## config.mk

```make
export PLATFORM = sky130hd
export DESIGN_NAME = pll_rst_ctrl_flat
export DESIGN_NICKNAME = d
export VERILOG_FILES = /design/src/rtl/pll_rst_ctrl_if.sv /design/src/rtl/pll_rst_ctrl.sv /design/src/flat_wrapper.sv
export SDC_FILE = /design/constraint.sdc
export NUM_CORES = 1
export LEC_CHECK = 0
export ABC_AREA = 1
export ABC_CLOCK_PERIOD_IN_PS = 5120
export BUFFER_PORTS_ARGS = -buffer_cell sky130_fd_sc_hd__buf_2
export CORE_MARGIN = 2
export CORE_UTILIZATION = 60
export DETAILED_ROUTE_END_ITERATION = 10
export GPL_ROUTABILITY_DRIVEN = 0
export PLACE_DENSITY = 0.84
export SLEW_MARGIN = 20
export SYNTH_ARGS = -nofsm -noshare
export SYNTH_HDL_FRONTEND = slang
export SYNTH_SLANG_ARGS = --single-unit
```

## constraint.sdc

```tcl
create_clock -name sys_clk -period 5.12 [get_ports sys_clk]
set_input_delay 0.512 -clock sys_clk [delete_from_list [all_inputs] [get_ports sys_clk]]
set_output_delay 0.512 -clock sys_clk [all_outputs]
set_load 0.03 [all_outputs]
```

## src/rtl/pll_rst_ctrl_if.sv

```systemverilog
// Signal bundle between the PLL reset sequencer, the PLL wrapper and the
// downstream reset/status consumers.
interface pll_rst_ctrl_if;
  logic       pll_lock;
  logic       pll_rst;
  logic       rst_n_out;
  logic       lock_ok;
  logic [7:0] retry_cnt;
  logic [7:0] lost_cnt;

  modport master (
    input  pll_lock,
    output pll_rst, rst_n_out, lock_ok, retry_cnt, lost_cnt
  );

  modport slave (
    output pll_lock,
    input  pll_rst, rst_n_out, lock_ok, retry_cnt, lost_cnt
  );
endinterface

```

## src/rtl/pll_rst_ctrl.sv

```systemverilog
// PLL reset sequencer: pulses the PLL reset, retries on lock timeout and
// releases the downstream reset only after lock has been stable long enough.
module pll_rst_ctrl #(
  parameter int RST_CYCLES    = 16,
  parameter int LOCK_TIMEOUT  = 50000,
  parameter int STABLE_CYCLES = 1024,
  parameter int CNT_W         = 16
) (
  input  logic           sys_clk,
  input  logic           sys_rst_n,
  pll_rst_ctrl_if.master bus
);

  typedef enum logic [3:0] {
    RESET_PLL = 4'b0001,
    WAIT_LOCK = 4'b0010,
    STABLE    = 4'b0100,
    RUN       = 4'b1000
  } state_e;

  localparam logic [CNT_W-1:0] RST_LAST     = CNT_W'(RST_CYCLES - 1);
  localparam logic [CNT_W-1:0] TIMEOUT_LAST = CNT_W'(LOCK_TIMEOUT - 1);
  localparam logic [CNT_W-1:0] STABLE_LAST  = CNT_W'(STABLE_CYCLES - 1);

  state_e           state_q, state_d;
  logic [CNT_W-1:0] cnt_q, cnt_d;
  logic             sync_q, sync_d;
  logic             lock_s_q, lock_s_d;
  logic [7:0]       retry_q, retry_d;
  logic [7:0]       lost_q, lost_d;

  always_ff @(posedge sys_clk or negedge sys_rst_n) begin
    if (!sys_rst_n) begin
      state_q  <= RESET_PLL;
      cnt_q    <= '0;
      sync_q   <= 1'b0;
      lock_s_q <= 1'b0;
      retry_q  <= '0;
      lost_q   <= '0;
    end else begin
      state_q  <= state_d;
      cnt_q    <= cnt_d;
      sync_q   <= sync_d;
      lock_s_q <= lock_s_d;
      retry_q  <= retry_d;
      lost_q   <= lost_d;
    end
  end

  always_comb begin
    state_d  = state_q;
    retry_d  = retry_q;
    lost_d   = lost_q;
    sync_d   = bus.pll_lock;
    lock_s_d = sync_q;

    case (state_q)
      RESET_PLL: begin
        if (cnt_q == RST_LAST) state_d = WAIT_LOCK;
      end
      WAIT_LOCK: begin
        // Lock takes priority over a simultaneous timeout.
        if (lock_s_q) begin
          state_d = STABLE;
        end else if (cnt_q == TIMEOUT_LAST) begin
          state_d = RESET_PLL;
          if (retry_q != 8'hFF) retry_d = retry_q + 8'd1;
        end
      end
      STABLE: begin
        if (!lock_s_q)                state_d = WAIT_LOCK;
        else if (cnt_q == STABLE_LAST) state_d = RUN;
      end
      RUN: begin
        if (!lock_s_q) begin
          state_d = RESET_PLL;
          if (lost_q != 8'hFF) lost_d = lost_q + 8'd1;
        end
      end
      default: state_d = RESET_PLL;
    endcase

    // Counter restarts on every transition and idles at zero while running.
    if (state_d != state_q || state_q == RUN) cnt_d = '0;
    else                                      cnt_d = cnt_q + CNT_W'(1);
  end

  assign bus.pll_rst   = state_q[0];
  assign bus.rst_n_out = state_q[3];
  assign bus.lock_ok   = state_q[3];
  assign bus.retry_cnt = retry_q;
  assign bus.lost_cnt  = lost_q;

endmodule

```

## src/flat_wrapper.sv

```systemverilog
// flat-port wrapper written by rule: the top's interface ports become plain ports
module pll_rst_ctrl_flat 
#(
  parameter int RST_CYCLES    = 16,
  parameter int LOCK_TIMEOUT  = 50000,
  parameter int STABLE_CYCLES = 1024,
  parameter int CNT_W         = 16
)
  (sys_clk, sys_rst_n, bus_pll_lock, bus_pll_rst, bus_rst_n_out, bus_lock_ok, bus_retry_cnt, bus_lost_cnt);
  pll_rst_ctrl_if bus_i ();
  input  logic sys_clk;
  input  logic sys_rst_n;
  input wire logic [$bits(bus_i.pll_lock)-1:0] bus_pll_lock;
  output wire logic [$bits(bus_i.pll_rst)-1:0] bus_pll_rst;
  output wire logic [$bits(bus_i.rst_n_out)-1:0] bus_rst_n_out;
  output wire logic [$bits(bus_i.lock_ok)-1:0] bus_lock_ok;
  output wire logic [$bits(bus_i.retry_cnt)-1:0] bus_retry_cnt;
  output wire logic [$bits(bus_i.lost_cnt)-1:0] bus_lost_cnt;
  assign bus_i.pll_lock = bus_pll_lock;
  assign bus_pll_rst = bus_i.pll_rst;
  assign bus_rst_n_out = bus_i.rst_n_out;
  assign bus_lock_ok = bus_i.lock_ok;
  assign bus_retry_cnt = bus_i.retry_cnt;
  assign bus_lost_cnt = bus_i.lost_cnt;
  pll_rst_ctrl #(.RST_CYCLES(RST_CYCLES), .LOCK_TIMEOUT(LOCK_TIMEOUT), .STABLE_CYCLES(STABLE_CYCLES), .CNT_W(CNT_W)) u_core (.sys_clk(sys_clk), .sys_rst_n(sys_rst_n), .bus(bus_i));
endmodule
```

* After elaboration in Yosys (flattened, before gate mapping)
Cells that the tools add are included.
** Word-level totals
- Output and inout port bits :: 19
- Flip-flop bits (word level) :: 38
** Operators by class
- Add/subtract/negate cells :: 3
- Bitwise logic cells :: 1
- Mux-type cells :: 8
- Equal/unequal tests :: 10
- Reductions and logical operators :: 3
** Operators by type and width (count)
- two-way mux 4 bit :: 6
- adder 16 x 1 -> 16 bit, second input constant :: 1
- adder 8 x 1 -> 8 bit, second input constant :: 2
- == test 16 x 10 -> 1 bit, second input constant :: 1
- == test 16 bit, second input constant :: 1
- == test 16 x 4 -> 1 bit, second input constant :: 1
- two-way mux 16 bit :: 1
- inequality test 8 bit, second input constant :: 2
- one-hot mux 4 bit (4 select lines) :: 1
- == test 4 x 1 -> 1 bit, second input constant :: 1
- == test 4 x 2 -> 1 bit, second input constant :: 1
- == test 4 x 3 -> 1 bit, second input constant :: 1
- == test 4 bit, second input constant :: 1
- inequality test 4 bit :: 1
- AND reduction 4 bit :: 1
- AND reduction 3 bit :: 1
- logical OR 1 bit :: 1
- NOT 1 bit :: 1

* Logic depth before layout (Yosys ltp)
Gate-level depths: netlist of the first run.
- Depth in word-level cells :: 7
- Mapped depth :: 12
- Gate-level depth less buffers :: 11

* Worst setup path before layout of the first run
Ideal clock, no wire load.
- Path type :: reg-to-reg
- Start :: register u_core.lost_q[0] (netlist: u_core.bus.lost_cnt[0])
- End :: register u_core.lost_q[1] (netlist: u_core.bus.lost_cnt[1])
- Cell stages (with the launch flop) :: 7
- Arrival :: 1751 ps
- Path buffers :: 0
- Clock period less this slack :: 1876 ps
- Slack :: 3244 ps
- Library setup time :: 125 ps
- Path through :: dfrtp_1 ha_1 nand3_1 nor3b_1 nand3_1 nand2_1 mux2_2
** On the way
- Longest elaborated chain between the ends :: 2
- Elaborated cells between the ends (all ways) :: 3
- Those cells by class :: 1 x add/sub; 1 x eq/ne; 1 x reduce/logical
** Ends and longest elaborated chain
- start, declared :: RTL line pll_rst_ctrl.sv:30 : logic [7:0] lost_q, lost_d;
- start signal, assigned :: RTL line pll_rst_ctrl.sv:46 : lost_q <= lost_d;
- branches (longest 2 deep; another with adder 8 x 1 -> 8 bit)
Parallel ways; which one is timed is not known.
A chain may end at the register's enable or synchronous reset.

* Final worst setup path of the first run
- Start :: register u_core.cnt_q[0]
- End :: register u_core.cnt_q[4]
** On the way
- Longest elaborated chain between the ends :: 7
- Elaborated cells between the ends (all ways) :: 13
- Those cells by class :: 1 x add/sub; 4 x eq/ne; 7 x mux; 1 x reduce/logical
** Ends and longest elaborated chain
- start, declared :: RTL line pll_rst_ctrl.sv:26 : logic [CNT_W-1:0] cnt_q, cnt_d;
- start signal, assigned :: RTL line pll_rst_ctrl.sv:42 : cnt_q <= cnt_d;
- == test 16 x 10 -> 1 bit or == test 16 bit (tied branches) :: RTL line pll_rst_ctrl.sv:72, pll_rst_ctrl.sv:65
- two-way mux 4 bit, on equally long branches :: RTL line pll_rst_ctrl.sv:72, pll_rst_ctrl.sv:65
- two-way mux 4 bit, on equally long branches :: RTL line pll_rst_ctrl.sv:71, pll_rst_ctrl.sv:63
- one-hot mux 4 bit (4 select lines) :: RTL line pll_rst_ctrl.sv:57 : case (state_q)
- inequality test 4 bit :: RTL line pll_rst_ctrl.sv:84 : if (state_d != state_q || state_q == RUN) cnt_d = '0;
- logical OR 1 bit :: RTL line pll_rst_ctrl.sv:84
- two-way mux 16 bit * :: RTL line pll_rst_ctrl.sv:84
- via u_core.cnt_d[4] :: RTL line pll_rst_ctrl.sv:26
Mark *: on every way through the listed nets, which the timed path passes. The rest lies on a longest branch.

==> impl.org, run 1 <==
** Timing
- Setup violations remaining at the end of the flow were counted as 0.
- The final number of max-transition violations is 0.
- Worst Slack Setup Final :: 3240 ps
- Measured slew at the worst slew-check pin :: 808 ps
- Fmax :: 532 MHz
- Time the worst path needs with I/O delays and setup :: 1880 ps
- Across the routed clock network, the largest skew measured is 14.5 ps.
- Setup repair after global routing missed its margin :: false
- Setup total negative slack on the finished layout was measured at 0 ps.
- Final worst-path cycle share :: 0.367
- On the final layout, the worst hold slack is 251 ps.
- In this run the tightest slew margin relative to its limit is 0.461.
- The number of hold-slack violations in the final timing report came to 0.

** Clock network
- Clock-pin slew was measured on the worst setup and hold paths at 120 ps.
- Hold-fix buffers, CTS :: 0
- Setup Buffers After CTS :: 0
- The longest clock path from root to sink contains 2 buffers.
- Htree depth :: 2
- In this run, post-CTS repair resized a total of 0 instances.
- TritonCTS clock tree :: built
- Clock tree root driver cell :: sky130_fd_sc_hd__clkbuf_4
- TritonCTS created 5 clock buffers.
- Clk sinks :: 38
- The later pin in the worst-skew pair is clocked with a latency of approximately 340 ps.

** Global route
- Global routing finished with a remaining overflow of 0.
- Pin count of the biggest net entering global routing :: 39
- All-layer global routing usage :: 0.197
- First-pass GRT wire length :: approximately 5500 um
- The via count of the first global-routing pass came to 1319.
- The initial antenna violation count was 0.

** Logic synthesis
- Synth Cell Area :: roughly 2000 sq um
- Of the post-synthesis cell area, the dominant cell type holds 0.460.
- Counting every net in the synthesized netlist gives ~240.
- Yosys printed 0 warnings.
- Average cell area after synthesis :: 8.78 sq um
- Of all cell types, the one taking the most synthesized area is sky130_fd_sc_hd__dfrtp_1.
- In this run, distinct cell masters in the synthesized netlist total 27.
- For this run, the register share of the synthesized area comes to 0.474.
- Gate count after technology mapping :: 229
- Sorting the synthesized cells by area gives the leading types as sky130_fd_sc_hd__dfrtp_1, sky130_fd_sc_hd__nand2_1, sky130_fd_sc_hd__xor2_1.
- In this run, synthesis produced a sequential element count of 38.

** Final layout
- Share of final-layout standard cells stronger than drive strength 1 :: 0.230
- Layout filler cell count :: 242
- Area of combinational cells with multiple inputs :: 950 sq um
- From synthesis to final layout, the design area changed by 10.1%.
- Across the whole layout, storage elements account for 952 sq um.
- At the end of the flow, the number of nets in the layout was 261.
- Count of antenna diodes in the layout :: 0

** Floorplanning
- Die ar. :: 3830 sq um
- The region available for standard cell placement spans roughly 3300 sq um.
- During I/O placement, the number of pins put on the boundary was 22.
- Die X :: roughly 62 um
- Effective utilization at floorplan :: 0.612
- Row generation in the floorplan step produced 21 rows.
- The die is 61.9 um tall.

** Critical path
- By startpoint and endpoint, the worst setup path is classified as reg2reg.
- Max FO, Critical Path :: 16
- Critical Path End Type :: register
- Maximum cell stage delay along the critical path :: 410 ps
- Startpoint class of the critical path :: register
- STA puts the critical path data arrival time at 2150 ps.
- Critical-path cell list :: ha_1 -> nand3_2 -> nor2_1 -> nand2_1 -> o21ai_0 -> o21ai_0 -> nand3_4 -> nor2_1
- The slowest stage of the critical path is the sky130_fd_sc_hd__dfrtp_1 cell.
- Required time at the endpoint of the critical path :: 5390 ps

** Placed design
- Before CTS, the worst setup slack after placement is ~3200 ps.
- The HPWL after detailed placement is 2490 um.
- The count of buffers added on input and output ports is 21.

** Run
- Max Cap Viol :: 0

** Worst hold path
- In this run the worst hold path is classified as in2async.

** Pwr
- Worst voltage drop across the vdd grid :: ~0.23 mV
- For this design the ratio of total power to cell area is ~280 nW/um^2.
- The analysis attributes to cell leakage a power of 1.13 nW.

** Detailed routing
- WL/cell :: ~11 um
- The first detailed-routing pass ran for 5 iterations.
- The routed design has ~3300 um of wire.
- Detailed routing inserted a total of 1500 vias.
- The detail route stage leaves a number of antenna-violating nets equal to 0.
- For this run, design rule violations remaining after detail routing come to 0.
- Per-cell via count in the routed design :: between 4 and 5
- The first routing iteration left 82 violations.

** Outcome
- Status :: complete, no violations
[flip-flops by register name (all words and copies together) (netlist names)]
name                  count
u_core.state_q            4
u_core.lock_s_q           1
u_core.cnt_q             16
u_core.bus.retry_cnt      8
u_core.lock_s_d           1
u_core.bus.lost_cnt       8
[layout make-up]
type                       count  share of cell area
multi-input combinational    166               0.429
tap                           46              0.0260
timing repair buffer          21              0.0475
sequential                    38               0.430
clock inverter                 2             0.00565
clock buffer                   6              0.0232
inverter                      23              0.0390
[critical path, delay by kind of cell (launching register included)]
family                   cells  cell delay [ps]
flip-flops                   1              410
adder cells (fa/ha/maj)      1              240
AND/OR/NAND/NOR              5              780
AO/OA/AOI/OAI                2              400
[logic make-up (layout without fill, tap and decap cells)]
logic type	after synthesis	count (layout)	synth area share
AO/OA/AOI/OAI	11	11	0.0361
XOR/XNOR	24	24	0.105
adder cells (fa/ha/maj)	3	3	0.0187
buffers and inverters	25	52	0.0541
flip-flops	38	38	0.474
multiplexers	2	2	0.0112
AND/OR/NAND/NOR	126	126	0.302
[cells in the mapped netlist]
cell type                   n
sky130_fd_sc_hd__nand3_2    4
sky130_fd_sc_hd__nand2_2    1
sky130_fd_sc_hd__nor3_1     3
sky130_fd_sc_hd__ha_1       3
sky130_fd_sc_hd__dfrtp_1   37
sky130_fd_sc_hd__o21bai_1   1
sky130_fd_sc_hd__nor3b_1    1
sky130_fd_sc_hd__xor2_1    17
sky130_fd_sc_hd__a31oi_1    1
sky130_fd_sc_hd__o21ai_0    6
sky130_fd_sc_hd__o21bai_4   1
sky130_fd_sc_hd__nor2_4     1
sky130_fd_sc_hd__nand3_1   16
sky130_fd_sc_hd__buf_8      1
sky130_fd_sc_hd__inv_1     21
sky130_fd_sc_hd__dfstp_2    1
sky130_fd_sc_hd__nor2_2    17
sky130_fd_sc_hd__a21oi_1    2
sky130_fd_sc_hd__nand3_4    1
sky130_fd_sc_hd__and2_1     1
sky130_fd_sc_hd__inv_2      2
sky130_fd_sc_hd__xnor2_1    7
sky130_fd_sc_hd__nand2_1   43
sky130_fd_sc_hd__nor2_1    33
sky130_fd_sc_hd__nand4_1    5
sky130_fd_sc_hd__mux2_2     2
sky130_fd_sc_hd__buf_4      1
[power breakdown]
group | switching, W | internal (W) | total, W
Clock | 0.0000924 | 0.0000660 | 0.000158
Combinational | 0.0000758 | 0.0000371 | 0.000113
Sequential | 0.0000175 | 0.000321 | 0.000338
[routing by layer]
metal / global-route usage / vias to the layer above / share of wire
met4: 0.0274 / 0 / 0.0089
li1: - / 775 / -
met2: 0.325 / 25 / 0.48
met3: 0.0683 / 4 / 0.032
met5: 0 / - / 0
met1: 0.259 / 696 / 0.48
[final timing paths]
| path | from | to | slack [ps] | depth (start not counted) |
|---|---|---|---|---|
| min reg2reg | u_core.lock_s_d$_DFF_PN0_ | u_core.lock_s_q$_DFF_PN0_ | 360 | 0 |
| min | sys_rst_n | u_core.state_q[1]$_DFF_PN0_ | 250 | 1 |
| max in group asynchronous | sys_rst_n | u_core.cnt_q[0]$_DFF_PN0_ | 4350 | 1 |
| max | u_core.cnt_q[0]$_DFF_PN0_ | u_core.cnt_q[4]$_DFF_PN0_ | 3240 | 8 |
| max reg2reg | u_core.cnt_q[0]$_DFF_PN0_ | u_core.cnt_q[4]$_DFF_PN0_ | 3240 | 8 |
| min in group sys_clk | bus_pll_lock | u_core.lock_s_d$_DFF_PN0_ | 280 | 1 |
[layout by cell type (no fill, tap or decap)]
master	n
sky130_fd_sc_hd__clkbuf_4	5
sky130_fd_sc_hd__a31oi_1	1
sky130_fd_sc_hd__nand3_1	16
sky130_fd_sc_hd__inv_1	21
sky130_fd_sc_hd__dfstp_2	1
sky130_fd_sc_hd__nor3b_1	1
sky130_fd_sc_hd__xnor2_1	7
sky130_fd_sc_hd__o21ai_0	6
sky130_fd_sc_hd__nor3_1	3
sky130_fd_sc_hd__nor2_4	1
sky130_fd_sc_hd__nand4_1	5
sky130_fd_sc_hd__nand3_4	1
sky130_fd_sc_hd__o21bai_4	1
sky130_fd_sc_hd__dfrtp_1	37
sky130_fd_sc_hd__clkbuf_8	1
sky130_fd_sc_hd__nand2_2	1
sky130_fd_sc_hd__clkinv_2	1
sky130_fd_sc_hd__and2_1	1
sky130_fd_sc_hd__buf_2	21
sky130_fd_sc_hd__xor2_1	17
sky130_fd_sc_hd__inv_2	2
sky130_fd_sc_hd__ha_1	3
sky130_fd_sc_hd__nand3_2	4
sky130_fd_sc_hd__nor2_2	17
sky130_fd_sc_hd__clkinvlp_4	1
sky130_fd_sc_hd__o21bai_1	1
sky130_fd_sc_hd__mux2_2	2
sky130_fd_sc_hd__nor2_1	33
sky130_fd_sc_hd__a21oi_1	2
sky130_fd_sc_hd__nand2_1	43
[through the flow]
step,total power [W],std cells,util,area [sq um]
finish,0.000610,302,0.674,2210
global route,0.000653,302,0.674,2210
CTS,0.000619,302,0.674,2210
detailed placement,0.000458,294,0.655,2150
global placement,0.000454,294,0.655,2150
floorplan,0.000443,229,-,2010
Note: power is estimated with default switching activity, not from simulation.
==> run 2: changes to the inputs <==
- ABC_AREA: 1 -> 0
- ABC_CLOCK_PERIOD_IN_PS: 5120 -> 1900
- CORE_UTILIZATION: 60 -> 58
- PLACE_DENSITY: 0.84 -> 0.82
- clock period: 5.12 -> 1.9 ns (I/O delays scaled with it)
==> impl.org, run 2 <==
** Timing
- Setup repair after global routing missed its margin :: true
- The worst clock skew on the final layout is 10.7 ps (-3.82 ps).
- Fmax :: 504 MHz (-5.4%)
- The worst slew margin relative to its limit came to 0.655 (+0.194).
- The pin slew with the least headroom to its limit is 518 ps (-290 ps).
- The final-report setup violation count was 25 (+25).
- The final number of max-transition violations came to 0 (unchanged).
- The shortest clock period the worst path allows after layout came to 1990 ps (+107 ps).
- The number of hold-slack violations in the final timing report came to 0 (unchanged).
- Worst Slack Setup Final :: -85.9 ps (-3330 ps)
- The part of the cycle the worst path needs is 1.05 (+0.678).

** Clock network
- The number of CTS-inserted buffers is 5 (unchanged).
- CTS placed an instance of sky130_fd_sc_hd__clkbuf_8 at the clock tree root.
- TritonCTS built the clock tree.
- The clock transition time at the flip-flop clock pins of the worst setup and hold paths came to 70 ps (-50 ps).
- Clk sinks :: 38 (unchanged)
- Htree depth :: 2 (unchanged)
- The clock latency on the worst-skew pair is 300 ps (-40 ps).
- The maximum buffer depth of the clock tree came to 2 (unchanged).

** Critical path
- The critical path's largest stage delay was 610 ps (+200 ps).
- The required arrival time at the worst endpoint was 2060 ps (-3330 ps).
- The arrival time at the worst endpoint came to 2150 ps (about the same).
- Max FO, Critical Path :: 16 (unchanged)
- Slowest-stage cell, CP :: sky130_fd_sc_hd__or4_4
- The critical path goes through or4_4 -> nor4_1 -> buf_4 -> o41ai_1 -> o21ai_2 -> buf_12 -> a211oi_2.
- The critical path in this run is classified as reg2reg.
- Startpoint class of the critical path :: register
- The worst setup path is captured at a register.

** Final layout
- Finished layout cell area :: 2720 sq um (+23%)
- Area growth, synth to finish :: 25.6%
- The register with the most flip-flops in the final layout is u_core.cnt_q.
- The sequential standard cell area came to 953 sq um (+0.13%).
- The number of fill cells is 252 (+4.1%).
- Share of final-layout standard cells stronger than drive strength 1 :: 0.416 (+0.186)
- Area of combinational cells with multiple inputs :: 1190 sq um (+26%)
- Most frequent cells in the layout :: sky130_fd_sc_hd__dfrtp_1, sky130_fd_sc_hd__buf_4, sky130_fd_sc_hd__buf_2, sky130_fd_sc_hd__xnor2_1, sky130_fd_sc_hd__nor2_1
- The final design utilization is 0.749 (+0.0750).
- Net count of the finished layout :: 255 (-2.3%)
- Count of antenna diodes in the layout :: 0 (unchanged)
- Most common cell after layout, fill and taps aside :: sky130_fd_sc_hd__dfrtp_1
- The flip-flop count of the largest register, all copies and words added is 16 (unchanged).

** Outcome
- The final reports fail on negative setup slack.
- Status :: finished, violations left

** Worst hold path
- In this run the worst hold path is classified as reg2reg.

** Floorplanning
- The total die area came to 4240 sq um (+11%).
- Effective utilization at floorplan :: 0.597 (-0.0154)
- The horizontal extent of the die is 65.1 um (+5.3%).
- The number of top-level design ports came to 22 (unchanged).
- Height of the chip :: 65.1 um (+5.3%)
- Core Rows :: 22 (+4.8%)
- The standard cell core area came to 3630 sq um (+11%).

** Pwr
- Clk network pwr share :: 0.289 (+0.029)
- Worst voltage drop across the vdd grid :: 0.501 mV (+120%)
- The internal power came to 0.00137 W (+220%).
- The sequential share of power came to 0.473 (-0.082).
- Ratio of total power to cell area :: 715 nW/um^2 (+160%)
- Share of total power consumed by net switching :: 0.295 (-0.00973)
- Comb power frac :: 0.238 (+0.053)
- The power dissipated by switching net loads came to 0.000574 W (+210%).
- Leakage power :: 1.31 nW (+16%)

** Placed design
- The cell area after placement was 2520 sq um (+17%).
- Half-perimeter wire length after detailed placement :: 3220 um (+30%)
- The count of input and output buffers is 21 (unchanged).
- Post-placement worst setup slack :: -130 ps (-3380 ps)

** Detailed routing
- The detailed-route vias per instance came to 5.73 (+15%).
- WL/cell :: 15.6 um (+44%)
- Final Routed Wirelength :: 4660 um (+42%)
- The via count of the routed design came to 1709 (+14%).
- The number of detailed-routing iterations run before antenna repair came to 6 (+1).
- Count of routing violations after the opening detailed-route iteration :: 82 (unchanged)
- The count of nets left with antenna violations after detail routing was 0 (unchanged).
- The final routed DRC violation total is 0 (unchanged).

** Logic synthesis
- Count of synthesis-stage warnings from yosys :: 0 (unchanged)
- Average cell area after synthesis :: 11.4 sq um (+29%)
- The synthesized design spends more area on one cell type than any other, namely sky130_fd_sc_hd__dfrtp_1.
- Cell types occupying the most area after synthesis :: sky130_fd_sc_hd__dfrtp_1, sky130_fd_sc_hd__xnor2_1, sky130_fd_sc_hd__a211oi_2
- Among all cell types in the netlist, the one instantiated most often is sky130_fd_sc_hd__dfrtp_1.
- Seq cells post-synth :: 38 (unchanged)
- The cell count after synthesis was 191 (-17%).
- The distinct cell type count of the synthesized netlist is 48 (+78%).
- The share of flip-flops with an asynchronous set or reset was 1.00 (unchanged).
- The proportion of synthesized chip area in sequential cells is 0.439 (-0.0344).
- In the synthesized netlist the dominant register cell turns out to be sky130_fd_sc_hd__dfrtp_1.
- The portion of synthesized cell area occupied by the leading cell type was 0.427 (-0.0335).
- Post-Syn Nets :: 197 (-16%)
- The mapped cell area came to 2170 sq um (+7.8%).
- The number of synthesized flops with an enable pin was 0 (unchanged).
- Ranked by instance count, the synthesized netlist is headed by sky130_fd_sc_hd__dfrtp_1, sky130_fd_sc_hd__xnor2_1, sky130_fd_sc_hd__nor2_1.

** Global route
- Antenna violations before repair :: 0 (unchanged)
- The largest net degree at the start of global routing is 25 (-36%).
- The leftover overflow at the end of global routing came to 0 (unchanged).
- All-layer global routing usage :: 0.259 (+0.0621)
- The first-pass GRT wire length is 8140 um (+49%).
- The via count of the first global-routing pass was 1683 (+28%).

** Run
- Max Cap Viol :: 0 (unchanged)
[run 2: cell types whose count changed after synthesis, moves of 9 or more]
| cell | before | now |
|---|---|---|
| sky130_fd_sc_hd__nand2_1 | 43 | 13 |
| sky130_fd_sc_hd__nor2_1 | 33 | 14 |
| sky130_fd_sc_hd__nor2_2 | 17 | 0 |
| sky130_fd_sc_hd__inv_1 | 21 | 5 |
| sky130_fd_sc_hd__a211oi_2 | 0 | 10 |
| sky130_fd_sc_hd__xnor2_1 | 7 | 16 |
[run 2: repair_timing]
action / 4_1_cts / 5_1_grt
gates resized for setup: 7 / 2
setup endpoints to repair: 25 / 27
hold buffers: 2 / 0
pin swaps: 8 / 2
setup buffers: 3 / 1
hold endpoints to repair: 22 / 0
gates cloned: 1 / 0
[run 2: power groups by stage]
| stage | Sequential, W | Combinational [W] | Clock [W] |
|---|---|---|---|
| after floorplan | 0.000939 | 0.000269 | 0 |
| after global placement | 0.000931 | 0.000389 | 0 |
| after detailed placement | 0.000933 | 0.000402 | 0 |
| after CTS | 0.000918 | 0.000458 | 0.000578 |
| after global routing | 0.000929 | 0.000500 | 0.000613 |
| final | 0.000920 | 0.000464 | 0.000562 |
[run 2: metal layers]
layer | global-route usage | vias up | part of all wire
met3 | 0.0582 | 8 | 0.046
li1 | - | 818 | -
met2 | 0.410 | 48 | 0.49
met1 | 0.354 | 835 | 0.44
met4 | 0.0911 | 0 | 0.020
met5 | 0 | - | 0
[run 2: metrics by stage]
step / instances / hold WS [ps] / setup TNS, ps / total power [W]
after floorplan: 191 / -106 / -1740 / 0.00121
after global placement: 283 / 190 / -364 / 0.00132
after detailed placement: 283 / 190 / -1610 / 0.00134
after CTS: 297 / 352 / -1570 / 0.00195
after global routing: 298 / 362 / -4070 / 0.00204
final: 298 / 352 / -1650 / 0.00195
[run 2: critical path, delay by kind of cell (launching register included)]
kind            cells  cell delay (ps)
simple gates        2              920
flops               1              380
buf+inv             2              340
compound gates      3              210
[run 2: area by class of cell]
| type | count | share of cell area |
|---|---|---|
| inverters | 5 | 0.00689 |
| clock buffers | 7 | 0.0317 |
| well taps | 48 | 0.0221 |
| repair buffers | 57 | 0.149 |
| multi-input cells | 142 | 0.438 |
| flip-flops and latches | 38 | 0.350 |
| clock inverters | 1 | 0.00184 |
[run 2: final timing paths]
check                           slack (ps)  cells after the start                          end                  startpoint
worst min register to register         350                      0    u_core.lock_s_q$_DFF_PN0_   u_core.lock_s_d$_DFF_PN0_
min in group asynchronous              390                      2  u_core.state_q[2]$_DFF_PN0_                   sys_rst_n
worst max register to register         -90                      7   u_core.cnt_q[13]$_DFF_PN0_  u_core.cnt_q[10]$_DFF_PN0_
worst min-delay path                   350                      0    u_core.lock_s_q$_DFF_PN0_   u_core.lock_s_d$_DFF_PN0_
max in group asynchronous              980                      3   u_core.cnt_q[12]$_DFF_PN0_                   sys_rst_n
worst max-delay path                   -90                      7   u_core.cnt_q[13]$_DFF_PN0_  u_core.cnt_q[10]$_DFF_PN0_
[run 2: cell families (layout without fill, tap and decap cells)]
group	after synthesis	in the layout	synth area share
compound gates	31	32	0.134
xor+xnor	29	29	0.117
fa+ha+maj	3	3	0.0173
buf+inv	12	70	0.0415
flops	38	38	0.439
mux	2	2	0.0104
simple gates	76	76	0.240
